### src/rtl/if_fetch_queue_if.sv
// Signal bundle between the fetch queue, the ID stage, the redirect sources and the instruction SRAM.
interface if_fetch_queue_if;
  logic        ds_allowin;
  logic [34:0] br_bus;
  logic        wb_ex;
  logic        wb_ertn;
  logic [31:0] csr_eentry;
  logic [31:0] csr_era;
  logic        fs_to_ds_valid;
  logic [64:0] fs_to_ds_bus;
  logic        inst_sram_req;
  logic        inst_sram_wr;
  logic [1:0]  inst_sram_size;
  logic [3:0]  inst_sram_wstrb;
  logic [31:0] inst_sram_addr;
  logic [31:0] inst_sram_wdata;
  logic        inst_sram_addr_ok;
  logic        inst_sram_data_ok;
  logic [31:0] inst_sram_rdata;

  modport master (
    input  ds_allowin, br_bus, wb_ex, wb_ertn, csr_eentry, csr_era,
           inst_sram_addr_ok, inst_sram_data_ok, inst_sram_rdata,
    output fs_to_ds_valid, fs_to_ds_bus, inst_sram_req, inst_sram_wr,
           inst_sram_size, inst_sram_wstrb, inst_sram_addr, inst_sram_wdata
  );

  modport slave (
    output ds_allowin, br_bus, wb_ex, wb_ertn, csr_eentry, csr_era,
           inst_sram_addr_ok, inst_sram_data_ok, inst_sram_rdata,
    input  fs_to_ds_valid, fs_to_ds_bus, inst_sram_req, inst_sram_wr,
           inst_sram_size, inst_sram_wstrb, inst_sram_addr, inst_sram_wdata
  );
endinterface

### src/rtl/if_fetch_queue.sv
// Multi-outstanding IF stage with an instruction queue in front of ID and stale-response discard on redirect.
// Optional macro IF_BYPASS_EN: a response into an empty queue drives fs_to_ds_* in the same cycle.
module if_fetch_queue #(
  parameter int unsigned MAX_OUTSTANDING = 2,
  parameter int unsigned IBUF_DEPTH      = 4,
  parameter logic [31:0] RESET_PC        = 32'h1C000000
) (
  input logic              clk,
  input logic              reset,
  if_fetch_queue_if.master bus
);

  localparam int unsigned OW = $clog2(MAX_OUTSTANDING + 1);
  localparam int unsigned PW = (MAX_OUTSTANDING > 1) ? $clog2(MAX_OUTSTANDING) : 1;
  localparam int unsigned QW = (IBUF_DEPTH > 1) ? $clog2(IBUF_DEPTH) : 1;
  localparam int unsigned CW = $clog2(IBUF_DEPTH + 1);

  logic [31:0]   fetch_pc;
  logic [OW-1:0] outstanding;
  logic [OW-1:0] discard;
  logic          adef_hold;
  logic [31:0]   pc_fifo [2**PW];
  logic [PW-1:0] pwp, prp;
  logic [64:0]   ibuf [2**QW];
  logic [QW-1:0] qwp, qrp;
  logic [CW-1:0] count;

  logic        br_stall, br_cancel, br_taken;
  logic [31:0] br_target, redir_target;
  logic        redir, flush, room, req, hs, resp_keep, adef_push, bypass, push, pop;
  logic [64:0] resp_entry, push_entry;

  assign {br_stall, br_cancel, br_taken, br_target} = bus.br_bus;

  assign redir        = bus.wb_ex | bus.wb_ertn | (br_taken & ~br_stall);
  assign flush        = redir | (br_cancel & ~br_taken);
  assign redir_target = bus.wb_ex ? bus.csr_eentry : (bus.wb_ertn ? bus.csr_era : br_target);

  // Queue slots are reserved at issue so every accepted response has a place to land.
  assign room = (32'(outstanding) + 32'(count)) < IBUF_DEPTH;
  assign req  = ~reset & ~redir & ~adef_hold & (fetch_pc[1:0] == 2'b00)
              & (outstanding < OW'(MAX_OUTSTANDING)) & room;
  assign hs   = req & bus.inst_sram_addr_ok;

  assign resp_keep  = bus.inst_sram_data_ok & (discard == '0) & ~flush;
  assign resp_entry = {1'b0, bus.inst_sram_rdata, pc_fifo[prp]};
  assign adef_push  = ~reset & ~flush & ~adef_hold & (fetch_pc[1:0] != 2'b00)
                    & (outstanding == '0) & (count < CW'(IBUF_DEPTH));

`ifdef IF_BYPASS_EN
  assign bypass = resp_keep & (count == '0);
`else
  assign bypass = 1'b0;
`endif

  assign push       = (resp_keep & ~(bypass & bus.ds_allowin)) | adef_push;
  assign push_entry = adef_push ? {1'b1, 32'h0, fetch_pc} : resp_entry;
  assign pop        = (count != '0) & bus.ds_allowin;

  always_ff @(posedge clk) begin
    if (reset) begin
      fetch_pc    <= RESET_PC;
      outstanding <= '0;
      discard     <= '0;
      adef_hold   <= 1'b0;
      pwp         <= '0;
      prp         <= '0;
      qwp         <= '0;
      qrp         <= '0;
      count       <= '0;
    end else begin
      outstanding <= outstanding + OW'(hs) - OW'(bus.inst_sram_data_ok);
      if (hs) pwp <= pwp + PW'(1);
      if (bus.inst_sram_data_ok) prp <= prp + PW'(1);
      // Every request still in flight becomes stale; discard is always a subset of outstanding.
      if (redir) begin
        fetch_pc  <= redir_target;
        discard   <= outstanding - OW'(bus.inst_sram_data_ok);
        adef_hold <= 1'b0;
      end else begin
        if (hs) fetch_pc <= fetch_pc + 32'd4;
        if (bus.inst_sram_data_ok && discard != '0) discard <= discard - OW'(1);
        if (adef_push) adef_hold <= 1'b1;
      end
      if (flush) begin
        qwp   <= '0;
        qrp   <= '0;
        count <= '0;
      end else begin
        if (push) qwp <= qwp + QW'(1);
        if (pop)  qrp <= qrp + QW'(1);
        count <= count + CW'(push) - CW'(pop);
      end
    end
  end

  // Storage arrays need no reset; validity is tracked by the pointers and counters.
  always_ff @(posedge clk) begin
    if (hs)   pc_fifo[pwp] <= fetch_pc;
    if (push) ibuf[qwp]    <= push_entry;
  end

  assign bus.fs_to_ds_valid  = (count != '0) | bypass;
  assign bus.fs_to_ds_bus    = (count != '0) ? ibuf[qrp] : resp_entry;
  assign bus.inst_sram_req   = req;
  assign bus.inst_sram_wr    = 1'b0;
  assign bus.inst_sram_size  = 2'b10;
  assign bus.inst_sram_wstrb = 4'h0;
  assign bus.inst_sram_addr  = fetch_pc;
  assign bus.inst_sram_wdata = 32'h0;

endmodule

### src/flat_wrapper.sv
// flat-port wrapper written by rule: the top's interface ports become plain ports
module if_fetch_queue_flat 
#(
  parameter int unsigned MAX_OUTSTANDING = 2,
  parameter int unsigned IBUF_DEPTH      = 4,
  parameter logic [31:0] RESET_PC        = 32'h1C000000
)
  (clk, reset, bus_ds_allowin, bus_br_bus, bus_wb_ex, bus_wb_ertn, bus_csr_eentry, bus_csr_era, bus_inst_sram_addr_ok, bus_inst_sram_data_ok, bus_inst_sram_rdata, bus_fs_to_ds_valid, bus_fs_to_ds_bus, bus_inst_sram_req, bus_inst_sram_wr, bus_inst_sram_size, bus_inst_sram_wstrb, bus_inst_sram_addr, bus_inst_sram_wdata);
  if_fetch_queue_if bus_i ();
  input logic clk;
  input logic reset;
  input wire logic [$bits(bus_i.ds_allowin)-1:0] bus_ds_allowin;
  input wire logic [$bits(bus_i.br_bus)-1:0] bus_br_bus;
  input wire logic [$bits(bus_i.wb_ex)-1:0] bus_wb_ex;
  input wire logic [$bits(bus_i.wb_ertn)-1:0] bus_wb_ertn;
  input wire logic [$bits(bus_i.csr_eentry)-1:0] bus_csr_eentry;
  input wire logic [$bits(bus_i.csr_era)-1:0] bus_csr_era;
  input wire logic [$bits(bus_i.inst_sram_addr_ok)-1:0] bus_inst_sram_addr_ok;
  input wire logic [$bits(bus_i.inst_sram_data_ok)-1:0] bus_inst_sram_data_ok;
  input wire logic [$bits(bus_i.inst_sram_rdata)-1:0] bus_inst_sram_rdata;
  output wire logic [$bits(bus_i.fs_to_ds_valid)-1:0] bus_fs_to_ds_valid;
  output wire logic [$bits(bus_i.fs_to_ds_bus)-1:0] bus_fs_to_ds_bus;
  output wire logic [$bits(bus_i.inst_sram_req)-1:0] bus_inst_sram_req;
  output wire logic [$bits(bus_i.inst_sram_wr)-1:0] bus_inst_sram_wr;
  output wire logic [$bits(bus_i.inst_sram_size)-1:0] bus_inst_sram_size;
  output wire logic [$bits(bus_i.inst_sram_wstrb)-1:0] bus_inst_sram_wstrb;
  output wire logic [$bits(bus_i.inst_sram_addr)-1:0] bus_inst_sram_addr;
  output wire logic [$bits(bus_i.inst_sram_wdata)-1:0] bus_inst_sram_wdata;
  assign bus_i.ds_allowin = bus_ds_allowin;
  assign bus_i.br_bus = bus_br_bus;
  assign bus_i.wb_ex = bus_wb_ex;
  assign bus_i.wb_ertn = bus_wb_ertn;
  assign bus_i.csr_eentry = bus_csr_eentry;
  assign bus_i.csr_era = bus_csr_era;
  assign bus_i.inst_sram_addr_ok = bus_inst_sram_addr_ok;
  assign bus_i.inst_sram_data_ok = bus_inst_sram_data_ok;
  assign bus_i.inst_sram_rdata = bus_inst_sram_rdata;
  assign bus_fs_to_ds_valid = bus_i.fs_to_ds_valid;
  assign bus_fs_to_ds_bus = bus_i.fs_to_ds_bus;
  assign bus_inst_sram_req = bus_i.inst_sram_req;
  assign bus_inst_sram_wr = bus_i.inst_sram_wr;
  assign bus_inst_sram_size = bus_i.inst_sram_size;
  assign bus_inst_sram_wstrb = bus_i.inst_sram_wstrb;
  assign bus_inst_sram_addr = bus_i.inst_sram_addr;
  assign bus_inst_sram_wdata = bus_i.inst_sram_wdata;
  if_fetch_queue #(.MAX_OUTSTANDING(MAX_OUTSTANDING), .IBUF_DEPTH(IBUF_DEPTH), .RESET_PC(RESET_PC)) u_core (.clk(clk), .reset(reset), .bus(bus_i));
endmodule
### config.mk
export PLATFORM = sky130hd
export DESIGN_NAME = if_fetch_queue_flat
export DESIGN_NICKNAME = d
export VERILOG_FILES = /design/src/rtl/if_fetch_queue_if.sv /design/src/rtl/if_fetch_queue.sv /design/src/flat_wrapper.sv
export SDC_FILE = /design/constraint.sdc
export NUM_CORES = 1
export LEC_CHECK = 0
export ABC_AREA = 1
export CAP_MARGIN = 20
export CORE_ASPECT_RATIO = 1.75
export CORE_UTILIZATION = 26
export DETAILED_ROUTE_END_ITERATION = 7
export GPL_TIMING_DRIVEN = 0
export HOLD_SLACK_MARGIN = 0.08
export SKIP_LAST_GASP = 1
export SLEW_MARGIN = 15
export SYNTH_ARGS = -nofsm -noshare
export SYNTH_HDL_FRONTEND = slang
export SYNTH_SLANG_ARGS = --single-unit
export TNS_END_PERCENT = 20
### constraint.sdc
create_clock -name clk -period 8.5 [get_ports clk]
set_clock_uncertainty 0.05 [all_clocks]
set_input_delay 2.55 -clock clk [delete_from_list [all_inputs] [get_ports clk]]
set_output_delay 2.55 -clock clk [all_outputs]
set_load 0.01 [all_outputs]
==> flow_summary_export.csv <==
group,metric,value,unit
die,core_area,65600,um2
sta,rsz0062_at_grt,"false",
global_route,met1_usage,17.6,%
sta,worst_pin_slew,0.780,ns
critical_path,critPathMaxFanout,2,
global_route,grt-busiest-layer,"met2",
global_route,antenna_found_initial,0,
power,pwr-share-clk,38.1,%
route,vias_per_cell,4.56,
run_status,status,"completed",
sta,whs,0.429,ns
global_route,use_met3,1.91,%
final_layout,layout_commonest_cell,"nor2_1",
final_layout,final_cell_count_no_fill,3026,
global_route,grt_max_degree,21,
power,p_sw_share,23.8,%
synth,postSynthCellCount,1790,
sta,slew_violations,0,
sta,max_slew_margin,47.4,%
placement,gp_congestion,0.933,
clocking,cts_tree,"done",
power,max-vdd-ir-drop,0.000112,V
critical_path,cp-end-kind,"output pin",
die,die_h,344,um
global_route,grt_pass1_wl,83900,um
power,switchingPower,0.000974,W
synth,synth-async-reset-ratio,0,%
clocking,cts_max_path_buffers,3,
final_layout,synthToLayoutAreaGrowth,30.3,%
synth,yosysWarnings,0,
die,start_util,26.4,%
power,p_per_area,182,nW/um2
job,cap_violations,0,
clocking,clock-sinks,373,
synth,synth.yosys.seq_area_share,61.8,%
sta,finalCritPeriodShare,84.0,%
synth,netlist_area,17300,um2
route,drt_iter0_drc,956,
clocking,cts_inserted_buffers,36,
sta,fin_setup_tns,0,ns
critical_path,worstSetupStartpointType,"primary input",
clocking,postCtsResizedCells,0,
sta,finalSetupViolations,0,
die,dieArea,67700,um2
synth,ys_seq_elements,373,
die,dieWidth,197,um
clocking,cts.reportedPaths.clkPinSlew,0.06,ns
synth,synth-edff-count,324,
die,io_pins,276,
route,post_drt_wl_per_cell,18.5,um
placement,dpl.cell_count,2961,
route,dr.pass1.iters,8,
power,power_frac_seq,50.6,%
hold_path,min_path_type,"reg2reg",
clocking,clock-root-buffer,"clkbuf_16",
power,p_leak,8.18,nW
synth,synth_ff_type,"edfxtp_1",
route,vias,13800,
route,wirelength,56000,um
sta,fmax,140,MHz
clocking,htree_levels,2,
final_layout,most-common-layout-cells,"nor2_1 (351), edfxtp_1 (324), nand2_1 (312)",
global_route,grt_pass1_vias,13800,
critical_path,critPathRequiredTime,5.90,ns
power,comb_power_share,11.3,%
final_layout,nets,2267,
placement,io_buffers,234,
critical_path,worstSetupPathType,"in2out",
critical_path,arrival,4.54,ns
global_route,overflow,0,
clocking,cts_setup_buffers,0,
global_route,grt_usage,16.5,%
power,internal-power,0.00313,W
final_layout,antenna_cells,0,
sta,min_period,7.14,ns
synth,synth.distinct_cells,42,
synth,syn_avg_cell_area,9.68,um2
clocking,clk_latency,0.54,ns
clocking,cts_hold_buffers,0,
placement,dpl.hpwl,43400,um
route,ant_nets,0,
final_layout,drive_gt1_share,8.35,%
die,fp-row-count,124,
global_route,grtUsageMet2,31.9,%
sta,hold_viol_final,0,
route,drc,0,
-- metrics by stage --
stage | power (W) | setup WS, ns | cell area [um2] | utilization [%]
floorplan | 0.00232 | -0.164 | 17500 | -
finish | 0.00410 | 1.36 | 22600 | 34.4
detailed placement | 0.00258 | 1.47 | 21400 | 32.7
global route | 0.00425 | 1.36 | 22600 | 34.4
CTS | 0.00414 | 1.45 | 22600 | 34.4
global placement | 0.00257 | -4.92 | 20900 | 31.9
-- synth_stat cells, types with 7 or more instances --
library cell / instances / share of area [%]
o21ai_1: 13 / 0.38
o21ai_2: 13 / 0.66
buf_2: 20 / 0.58
nand2_1: 312 / 6.8
edfxtp_1: 324 / 56
ha_1: 11 / 0.79
inv_1: 106 / 2.3
a31oi_1: 35 / 1.3
buf_6: 7 / 0.45
clkbuf_1: 61 / 1.3
nor2_1: 353 / 7.6
nand3_1: 42 / 1.2
xor2_1: 8 / 0.40
buf_4: 47 / 2.0
o22ai_1: 36 / 1.3
o21ai_0: 238 / 6.9
dfxtp_1: 49 / 5.7
a21oi_1: 53 / 1.5
nor3_1: 12 / 0.35
-- critical path, cell delays in order --
cell and delay (ns):
clkdlybuf4s50_1 0.59, inv_1 0.09, o21ai_0 0.64, clkdlybuf4s50_1 0.67
-- metal layers --
metal	wire length, um	vias up	part of all wire, %
met5	0	-	0
met4	2660	0	4.7
met3	2650	112	4.7
met2	29900	517	53
met1	20800	6460	37
li1	-	6699	-
-- final cells by class --
class / instances / area (um2)
fill: 6602 / 43000
sequential: 373 / 10700
multi-input combinational: 1201 / 5600
timing repair buffer: 252 / 2820
tap: 882 / 1100
clock buffer: 56 / 1050
buffer: 142 / 798
inverter: 111 / 423
clock inverter: 9 / 83.8
-- sequential cells by signal, summed over array words and instances (netlist names), named ones only --
signal and flops:
u_core.bus.inst_sram_addr 32, u_core.qrp 2, u_core.ibuf 260, u_core.pc_fifo 64, u_core.count 3, u_core.discard 2
u_core.prp 1, u_core.pwp 1, u_core.qwp 2, u_core.adef_hold 1, u_core.outstanding 2
-- power by group through the flow --
stage / clock (W) / combinational (W) / sequential [W]
global route: 0.00166 / 0.000507 / 0.00208
CTS: 0.00159 / 0.000467 / 0.00208
global placement: 0 / 0.000452 / 0.00212
detailed placement: 0 / 0.000465 / 0.00211
finish: 0.00156 / 0.000463 / 0.00208
floorplan: 0 / 0.000217 / 0.00211
-- logic make-up (layout without fill, tap and decap cells) --
family,Yosys count,in the layout,share of synthesized area [%]
and+or+nand+nor,735,735,16.9
buffers and inverters,253,570,7.05
adders and majority gates,12,12,0.910
other,2,39,0.0433
xor gates and xnor gates,11,11,0.556
muxes,1,1,0.0578
AOI/OAI and AO/OA,403,403,12.7
DFF,373,373,61.8
-- path summary, 6_finish.rpt --
path | startpoint | depth (start not counted) | to | slack [ns]
setup / recovery | bus_inst_sram_rdata[4] | 4 | bus_fs_to_ds_bus[36] | 1.36
hold / removal | u_core.adef_hold | 2 | u_core.adef_hold | 0.43
setup reg to reg | u_core.discard[0] | 7 | u_core.ibuf[2][39] | 5.66
hold reg to reg | u_core.adef_hold | 2 | u_core.adef_hold | 0.43
No activity file was read; power rests on OpenSTA's default activity.
